==> src/rtl/register_file_multiport_pkg.sv <==
// Shared types and helpers for the multiport RV32I register file.
package rf_pkg;

  typedef enum logic [1:0] {
    RF_IDLE,
    RF_CLEAR,
    RF_DONE
  } rf_state_t;

  localparam logic [31:0] RF_SP_INIT_DEFAULT = 32'h0000_1000;

  function automatic int unsigned rf_aw(input int unsigned n);
    return (n < 2) ? 1 : $clog2(n);
  endfunction

endpackage

==> src/rtl/register_file_multiport_if.sv <==
// Decode/writeback-side bus of the register file: read ports, write port, clear handshake.
interface register_file_multiport_if #(
  parameter int unsigned XLEN         = 32,
  parameter int unsigned NUM_REGS     = 32,
  parameter int unsigned NUM_RD_PORTS = 2
);
  import rf_pkg::*;

  localparam int unsigned AW = rf_aw(NUM_REGS);

  logic [NUM_RD_PORTS*AW-1:0]   rs_addr;
  logic [NUM_RD_PORTS*XLEN-1:0] rs_data;
  logic [AW-1:0]                rd;
  logic [XLEN-1:0]              ru_data_wr;
  logic                         ru_wr;
  logic                         clear_req;
  logic                         clear_busy;
  logic                         clear_done;
  logic                         wr_dropped;

  modport master (
    output rs_addr, rd, ru_data_wr, ru_wr, clear_req,
    input  rs_data, clear_busy, clear_done, wr_dropped
  );

  modport slave (
    input  rs_addr, rd, ru_data_wr, ru_wr, clear_req,
    output rs_data, clear_busy, clear_done, wr_dropped
  );

endinterface

==> src/rtl/register_file_multiport_clear_engine.sv <==
// Sequential bulk-clear engine: walks registers 1..NUM_REGS-1, then pulses done for one cycle.
module rf_clear_engine
  import rf_pkg::*;
#(
  parameter int unsigned NUM_REGS = 32,
  parameter int unsigned AW       = 5
) (
  input  logic          clk,
  input  logic          rst,
  input  logic          clear_req,
  output rf_state_t     state,
  output logic [AW-1:0] clr_idx,
  output logic          clr_we,
  output logic          busy,
  output logic          done
);

  logic [AW-1:0] count;

  always_ff @(posedge clk or posedge rst) begin
    if (rst) begin
      state <= RF_IDLE;
      count <= '0;
      busy  <= 1'b0;
      done  <= 1'b0;
    end else begin
      case (state)
        RF_IDLE: begin
          done <= 1'b0;
          if (clear_req) begin
            state <= RF_CLEAR;
            count <= AW'(1);
            busy  <= 1'b1;
          end
        end
        RF_CLEAR: begin
          // Exit on the last index so the counter never wraps past NUM_REGS-1.
          if (count == AW'(NUM_REGS - 1)) begin
            state <= RF_DONE;
            count <= '0;
            busy  <= 1'b0;
            done  <= 1'b1;
          end else begin
            count <= count + AW'(1);
          end
        end
        RF_DONE: begin
          state <= RF_IDLE;
          done  <= 1'b0;
        end
        default: begin
          state <= RF_IDLE;
          count <= '0;
          busy  <= 1'b0;
          done  <= 1'b0;
        end
      endcase
    end
  end

  assign clr_idx = count;
  assign clr_we  = (state == RF_CLEAR);

endmodule

==> src/rtl/register_file_multiport.sv <==
// Parameterised RV32I integer register file: hard-wired x0, SP init, optional bypass, bulk clear.
module register_file_multiport
  import rf_pkg::*;
#(
  parameter int unsigned     XLEN         = 32,
  parameter int unsigned     NUM_REGS     = 32,
  parameter int unsigned     NUM_RD_PORTS = 2,
  parameter bit              BYPASS       = 1'b1,
  parameter int unsigned     SP_INDEX     = 2,
  parameter logic [XLEN-1:0] SP_INIT      = XLEN'(RF_SP_INIT_DEFAULT)
) (
  input logic                    clk,
  input logic                    rst,
  register_file_multiport_if.slave bus
);

  localparam int unsigned AW    = rf_aw(NUM_REGS);
  localparam bit          SP_EN = (SP_INDEX != 0) && (SP_INDEX < NUM_REGS);

  rf_state_t     state;
  logic [AW-1:0] clr_idx;
  logic          clr_we;
  logic          busy;
  logic          done;
  logic          wr_req;
  logic          wr_en;

  logic [XLEN-1:0] regs [NUM_REGS];

  rf_clear_engine #(
    .NUM_REGS (NUM_REGS),
    .AW       (AW)
  ) u_clear (
    .clk       (clk),
    .rst       (rst),
    .clear_req (bus.clear_req),
    .state     (state),
    .clr_idx   (clr_idx),
    .clr_we    (clr_we),
    .busy      (busy),
    .done      (done)
  );

  assign bus.clear_busy = busy;
  assign bus.clear_done = done;

  assign wr_req = bus.ru_wr && (bus.rd != '0);
  assign wr_en  = wr_req && (state != RF_CLEAR);

  always_ff @(posedge clk or posedge rst) begin
    if (rst) begin
      bus.wr_dropped <= 1'b0;
    end else begin
      bus.wr_dropped <= wr_req && (state == RF_CLEAR);
    end
  end

  // Clear writes and port writes are mutually exclusive because port writes are blocked in CLEAR.
  always_ff @(posedge clk or posedge rst) begin
    if (rst) begin
      for (int unsigned i = 0; i < NUM_REGS; i++) begin
        regs[i] <= (SP_EN && (i == SP_INDEX)) ? SP_INIT : '0;
      end
    end else if (clr_we) begin
      regs[clr_idx] <= (SP_EN && (clr_idx == AW'(SP_INDEX))) ? SP_INIT : '0;
    end else if (wr_en) begin
      regs[bus.rd] <= bus.ru_data_wr;
    end
  end

  for (genvar p = 0; p < NUM_RD_PORTS; p++) begin : g_rd
    logic [AW-1:0]   addr;
    logic [XLEN-1:0] data;

    assign addr = bus.rs_addr[p*AW +: AW];

    always_comb begin
      data = regs[addr];
      if (addr == '0) begin
        data = '0;
      end else if (BYPASS && (state == RF_IDLE) && wr_req && (bus.rd == addr)) begin
        data = bus.ru_data_wr;
      end
    end

    assign bus.rs_data[p*XLEN +: XLEN] = data;
  end

endmodule

==> src/flat_wrapper.sv <==
// flat-port wrapper written by rule: the top's interface ports become plain ports
module register_file_multiport_flat import rf_pkg::*;
#(
  parameter int unsigned     XLEN         = 32,
  parameter int unsigned     NUM_REGS     = 32,
  parameter int unsigned     NUM_RD_PORTS = 2,
  parameter bit              BYPASS       = 1'b1,
  parameter int unsigned     SP_INDEX     = 2,
  parameter logic [XLEN-1:0] SP_INIT      = XLEN'(RF_SP_INIT_DEFAULT)
)
  (clk, rst, bus_rs_addr, bus_rd, bus_ru_data_wr, bus_ru_wr, bus_clear_req, bus_rs_data, bus_clear_busy, bus_clear_done, bus_wr_dropped);
  register_file_multiport_if #(.XLEN(XLEN), .NUM_REGS(NUM_REGS), .NUM_RD_PORTS(NUM_RD_PORTS)) bus_i ();
  input logic clk;
  input logic rst;
  input wire logic [$bits(bus_i.rs_addr)-1:0] bus_rs_addr;
  input wire logic [$bits(bus_i.rd)-1:0] bus_rd;
  input wire logic [$bits(bus_i.ru_data_wr)-1:0] bus_ru_data_wr;
  input wire logic [$bits(bus_i.ru_wr)-1:0] bus_ru_wr;
  input wire logic [$bits(bus_i.clear_req)-1:0] bus_clear_req;
  output wire logic [$bits(bus_i.rs_data)-1:0] bus_rs_data;
  output wire logic [$bits(bus_i.clear_busy)-1:0] bus_clear_busy;
  output wire logic [$bits(bus_i.clear_done)-1:0] bus_clear_done;
  output wire logic [$bits(bus_i.wr_dropped)-1:0] bus_wr_dropped;
  assign bus_i.rs_addr = bus_rs_addr;
  assign bus_i.rd = bus_rd;
  assign bus_i.ru_data_wr = bus_ru_data_wr;
  assign bus_i.ru_wr = bus_ru_wr;
  assign bus_i.clear_req = bus_clear_req;
  assign bus_rs_data = bus_i.rs_data;
  assign bus_clear_busy = bus_i.clear_busy;
  assign bus_clear_done = bus_i.clear_done;
  assign bus_wr_dropped = bus_i.wr_dropped;
  register_file_multiport #(.XLEN(XLEN), .NUM_REGS(NUM_REGS), .NUM_RD_PORTS(NUM_RD_PORTS), .BYPASS(BYPASS), .SP_INDEX(SP_INDEX), .SP_INIT(SP_INIT)) u_core (.clk(clk), .rst(rst), .bus(bus_i));
endmodule
==> config.mk <==
export PLATFORM = sky130hd
export DESIGN_NAME = register_file_multiport_flat
export DESIGN_NICKNAME = d
export VERILOG_FILES = /design/src/rtl/register_file_multiport_pkg.sv /design/src/rtl/register_file_multiport_if.sv /design/src/rtl/register_file_multiport_clear_engine.sv /design/src/rtl/register_file_multiport.sv /design/src/flat_wrapper.sv
export SDC_FILE = /design/constraint.sdc
export NUM_CORES = 2
export LEC_CHECK = 0
export CORE_MARGIN = 2
export CORE_UTILIZATION = 57
export DETAILED_ROUTE_END_ITERATION = 10
export PLACE_DENSITY = 0.77
export REMOVE_ABC_BUFFERS = 1
export SLEW_MARGIN = 10
export SYNTH_ARGS = -nofsm -noshare
export SYNTH_HDL_FRONTEND = slang
export SYNTH_SLANG_ARGS = --single-unit
==> constraint.sdc <==
create_clock -name clk -period 34.2 [get_ports clk]
set_clock_uncertainty 0.1 [all_clocks]
set_input_delay 6.84 -clock clk [delete_from_list [all_inputs] [get_ports clk]]
set_output_delay 6.84 -clock clk [all_outputs]
set_load 0.1 [all_outputs]
Yosys cells after proc, flatten, opt, wreduce, memory -nomap -nowiden

Index checks and enable logic that the tools add are counted.

Output and inout port bits: 67
Register bits: 1034
Input port bits: 51
Logic and storage cells: 104

Mux-type cells: 30
Equal/unequal tests: 9
Add/sub/neg operators: 1
Reduce and logical (&&, ||, !) cells: 16
Bitwise operators: 5
Order comparisons: 6

Operator list:

| kind                                                        | count |
|---|---|
| bitwise mux 1024 bit                                        | 2 |
| 2-to-1 mux 1024 bit                                         | 2 |
| binary-select mux 32 bit (select 5 bit)                     | 2 |
| demux 32 bit (select 5 bit)                                 | 2 |
| 2-to-1 mux 32 bit                                           | 10 |
| greater-or-equal comparator 6 bit (second input constant)   | 4 |
| inverter 5 -> 6 bit                                         | 4 |
| one-hot mux 5 bit (3 select lines)                          | 1 |
| 2-to-1 mux 13 bit                                           | 1 |
| less-than comparator 6 x 1 -> 1 bit (second input constant) | 2 |
| == test 5 bit                                               | 2 |
| zero test 5 bit                                             | 2 |
| 2-to-1 mux 5 bit                                            | 2 |
| logical AND 1 bit                                           | 8 |
| adder 5 x 1 -> 5 bit (second input constant)                | 1 |
| == test 5 x 2 -> 1 bit (second input constant)              | 1 |
| == test 5 bit (second input constant)                       | 1 |
| nonzero test 5 bit                                          | 1 |
| 2-to-1 mux 1 bit                                            | 4 |
| 2-to-1 mux 2 bit                                            | 2 |
| inequality test 2 bit (second input constant)               | 2 |
| one-hot mux 2 bit (2 select lines)                          | 1 |
| AND reduction 2 bit                                         | 2 |
| one-hot mux 1 bit (3 select lines)                          | 1 |
| other kinds (7)                                             | 7 |

Logic depth before layout (Yosys ltp)

Depth in word-level cells: 8
Depth in mapped cells: 10
Depth with buffers taken out: 6

Modules after synthesis

A second synthesis with hierarchy kept.

Cell total of the unflattened synthesis: 5206
Area total of the unflattened synthesis: 59353.2 um^2

Modules (own cells, without submodules):

| module                  | times used | cells each | area an instance (um^2) | sequential area each (um^2) |
|---|---|---|---|---|
| register_file_multiport | 1          | 5171       | 58947.8                 | 25650.9 |
| rf_clear_engine         | 1          | 35         | 405.4                   | 225.2 |

Least setup slack after synthesis

No wires, ideal clock.

Path type: input port to output port
From: input bus_rs_addr[5]
To: output bus_rs_data[34]
Data arrival time: 9785 ps
Cell stages on the path: 10
Path buffers: 6
Data required time: 27260 ps
Slack: 17475 ps
Cells stage by stage: clkbuf_2 > buf_6 > buf_8 > buf_6 > buf_6 > buf_6 > mux2i_1 > a22oi_1 > o2111ai_1 > a31oi_1

Word-level cells in the longest chain between the ends: 6
Elaborated cells on any way between the ends: 9
Those cells by class: eq/ne: 1; mux: 5; bitwise: 1; reduce/logical: 2

RTL lines:

| element                                              | line                          | text |
|---|---|---|
| from (decl)                                          | flat_wrapper.sv:15            | `input wire logic [$bits(bus_i.rs_addr)-1:0] bus_rs_addr;` |
| inverter 5 -> 6 bit (implied by the code)            | register_file_multiport.sv:78 | `data = regs[addr];` |
| binary-select mux 32 bit (select 5 bit)              | register_file_multiport.sv:78 |  |
| 2-to-1 mux 32 bit (implied by the code) (2 in a row) | register_file_multiport.sv:78 |  |
| 2-to-1 mux 32 bit                                    | register_file_multiport.sv:81 | `end else if (BYPASS && (state == RF_IDLE) && wr_req && (bus.rd == addr)) begin` |
| 2-to-1 mux 32 bit *                                  | register_file_multiport.sv:79 | `if (addr == '0) begin` |
| to (decl)                                            | flat_wrapper.sv:20            | `output wire logic [$bits(bus_i.rs_data)-1:0] bus_rs_data;` |

Every way passes the cells marked *; elsewhere a longest branch is shown, timed or not. The select of a mux whose other input is x is not followed.

Final worst setup path

From: input bus_rs_addr[6]
To: output bus_rs_data[53]

Same word-level chain as after synthesis.

==> qor.txt <==
largest net degree at the start of global routing -> 123
Setup crit end kind -> primary output
class of the worst hold path -> reg -> reg
Synth Area in Compound Gates -> 19.75%
Max H-tree Level -> 3
post-route ant nets -> 0
initial antenna violation count -> 10
global-route wire length before repair -> 317200 um
post-CTS sizing -> 0
Die Area -> 104800 sq um
Placed Instance Area -> 59020 sq um
critical path required time -> 27.26 ns
final hold vios -> 0
CTS sink count -> 1034
Tmin final -> 19.23 ns
RSZ-0062 raised after global routing -> false
crit path launch -> bus_rs_addr[6]
Post-Route WL -> 216700 um
residual DRC count -> 2
post-synth top area share -> 44.37%
Max clock buf depth -> 3
root buffer cell -> clkbuf_16
Slew headroom -> 13.98%
Pwr Total -> 0.003195 W
P per Cell Area -> 50.89 nW/um^2
Final nets -> 5206
hold_sp -> u_core.regs[165]$_DFFE_PP0P_
Post-synth ARST share -> 100.0%
crit share post-route -> 56.24%
Achievable Freq -> 0.05199 GHz
via/cell ratio -> 7.603
fraction of the mapped netlist area in simple logic gates -> 9.765%
Mapped Area -> 58260 sq um
Post-Synth Adder-Cell Area -> 0.1074%
final setup fails -> 0
Pins Over Slew Limit -> 0
worst slew pin tran -> 1.286 ns
vias in the first global route -> 48880
hold_buf cts -> 0
share of cells above drive strength 1 -> 16.19%
Port-buffer cells -> 117
status -> finished, violations left
Startpoint Class -> input pin
post-synthesis cell type count -> 66
Max Fanout on Critical Path -> 60
number of post-CTS setup repair buffers -> 0
cts bufs inserted -> 105
area leader, netlist -> dfrtp_1
# rows -> 117
GP Congestion -> 0.9269
Max IR drop VDD -> 0.00004649 V
clock latency on the worst-skew pair -> 0.70 ns
Static Leak -> 25.61 nW
Seq cells post-synth -> 1034
Total GRT Usage -> 41.15%
EDFF count, synth -> 0
Synth Instances -> 5471
routed via count -> 50350
Ports -> 118
Core Region -> 101600 sq um
CP arrival -> 12.29 ns
top post-synthesis cells by area -> dfrtp_1 44%, mux4_2 13%, o31ai_1 10%
mux contribution to synthesized area -> 19.37%
design area -> 62770 sq um
DR iter-0 viols -> 8655
drt pass-1 iters -> 11
CTS clk-pin slew, worst paths -> 0.06 ns
Yosys Warn Count -> 0
Avg Cell Area, Syn -> 10.65 sq um
largest family of logic cells by synthesized area -> compound AO/OA/AOI/OAI gates
TritonCTS clock tree -> done
reg2reg start -> u_core.u_clear.state[1]$_DFFE_PP0P_
Area growth, synth to finish -> 7.749%
Initial Utilization -> 57.35%
synth cell count leaders -> 1064 x nand2_1, 1033 x dfrtp_1, 778 x o31ai_1, 346 x clkbuf_1, 326 x mux4_2
count leader, synth -> nand2_1
width of the die -> 323.7 um
violated checks -> DRC
Max Cap Viol -> 0
Detail Placement HPWL -> 121800 um
die height -> 323.7 um
mean routed wirelength per cell -> 32.72 um
sequential share of the synthesized area -> 44.42%
Most used DFF post-synth -> dfrtp_1
XOR/XNOR Fraction of Synth Area -> 0.1804%
Setup Crit Path Kind -> in -> out
total gr overflow -> 0
cells in the final DEF (no fill, tap or decap), types with 5 or more instances in the layout:
cell and instances:
nor2_1 61, mux2_2 61, a211o_1 22, dfrtp_1 1033, xor2_1 11, o31ai_2 28
a22o_1 33, a22oi_1 65, clkinv_2 16, clkdlybuf4s50_1 108, nand2_2 26, nand3_1 13
buf_8 5, nand4_1 101, nor2b_1 26, bufinv_16 14, o21ai_0 302, mux2i_1 325
mux4_2 326, nand2_1 1039, diode_2 11, and2_1 32, clkbuf_16 107, o32a_2 21
buf_4 128, clkbuf_8 22, inv_1 100, clkbuf_1 30, nor3b_2 6, a221o_1 9
o31ai_1 778, o2111ai_1 30, o211ai_1 63, nand3b_1 6, o221a_2 33, ha_1 5
o22ai_1 95, a31oi_1 30, a221oi_1 54
logic make-up (layout without fill, tap and decap cells):
group / after synthesis / in the layout
AND/OR/NAND/NOR: 1353 / 1353
XOR/XNOR: 12 / 12
multiplexers: 712 / 712
AO/OA/AOI/OAI: 1581 / 1581
adder cells (fa/ha/maj): 5 / 5
buffers and inverters: 774 / 546
flip-flops: 1034 / 1034
other: 0 / 11
worst paths after layout:
path                                                      to  slack (ns)  cells after the start
worst min register to register  u_core.regs[165]$_DFFE_PP0P_        0.40                      2
max in group asynchronous       u_core.regs[847]$_DFFE_PP0P_       24.08                      5
min in group asynchronous       u_core.regs[634]$_DFFE_PP0P_        6.62                      2
worst max register to register  u_core.regs[230]$_DFFE_PP0P_       29.97                      5
worst min-delay path            u_core.regs[165]$_DFFE_PP0P_        0.40                      2
worst max-delay path                         bus_rs_data[53]       14.97                     10
flip-flops by register name, indices dropped and copies added, names as in the netlist:
register and count:
u_core.u_clear.done 1, u_core.u_clear.busy 1, u_core.u_clear.state 2, u_core.u_clear.clr_idx 5
u_core.regs 1024, u_core.bus.wr_dropped 1
worst max-delay path, stage by stage:
cell and delay, ns:
buf_8 0.39, buf_4 0.77, buf_4 0.85, buf_4 0.81, mux4_2 0.35, nor2b_1 0.14
a211o_1 0.12, o2111ai_1 0.32, a31oi_1 0.37, clkdlybuf4s50_1 1.17
power breakdown:
group | total, W | internal [W] | switching (W)
sequential | 0.00126 | 0.00124 | 0.0000236
clock | 0.00125 | 0.000732 | 0.000522
combinational | 0.000676 | 0.000122 | 0.000553
cell type report:
cell class                      instances  area [sq um]
Antenna cell                           11         27.53
Clock buffer                          159          3093
Clock inverter                         41         621.8
Fill cell                            8009         38820
Inverter                              102         390.4
Multi-Input combinational cell       3663         28910
Sequential cell                      1034         25880
Tap cell                             1368          1712
Timing Repair Buffer                  244          2147
through the flow:
step                instances  setup WS [ns]  hold slack, ns  setup TNS, ns  utilization (%)
floorplan                4799         -1.838          0.3549       -1899.02                -
global placement         6410          15.24          0.3707              0            58.09
detailed placement       6410          15.21          0.3816              0            58.09
CTS                      6610          15.21          0.3955              0            61.75
global route             6615          15.01          0.4202              0            61.77
finish                   6622          14.97          0.3972              0            61.79
layer usage:
metal  GRT usage, %  part of all wire [%]  routed length, um
met3          16.23                    16              34160
met1          52.71                    35              74830
met4          26.31                   7.5              16180
met5          1.898                  0.13                282
met2          58.12                    42              91220
(Power assumes the default switching activity.)
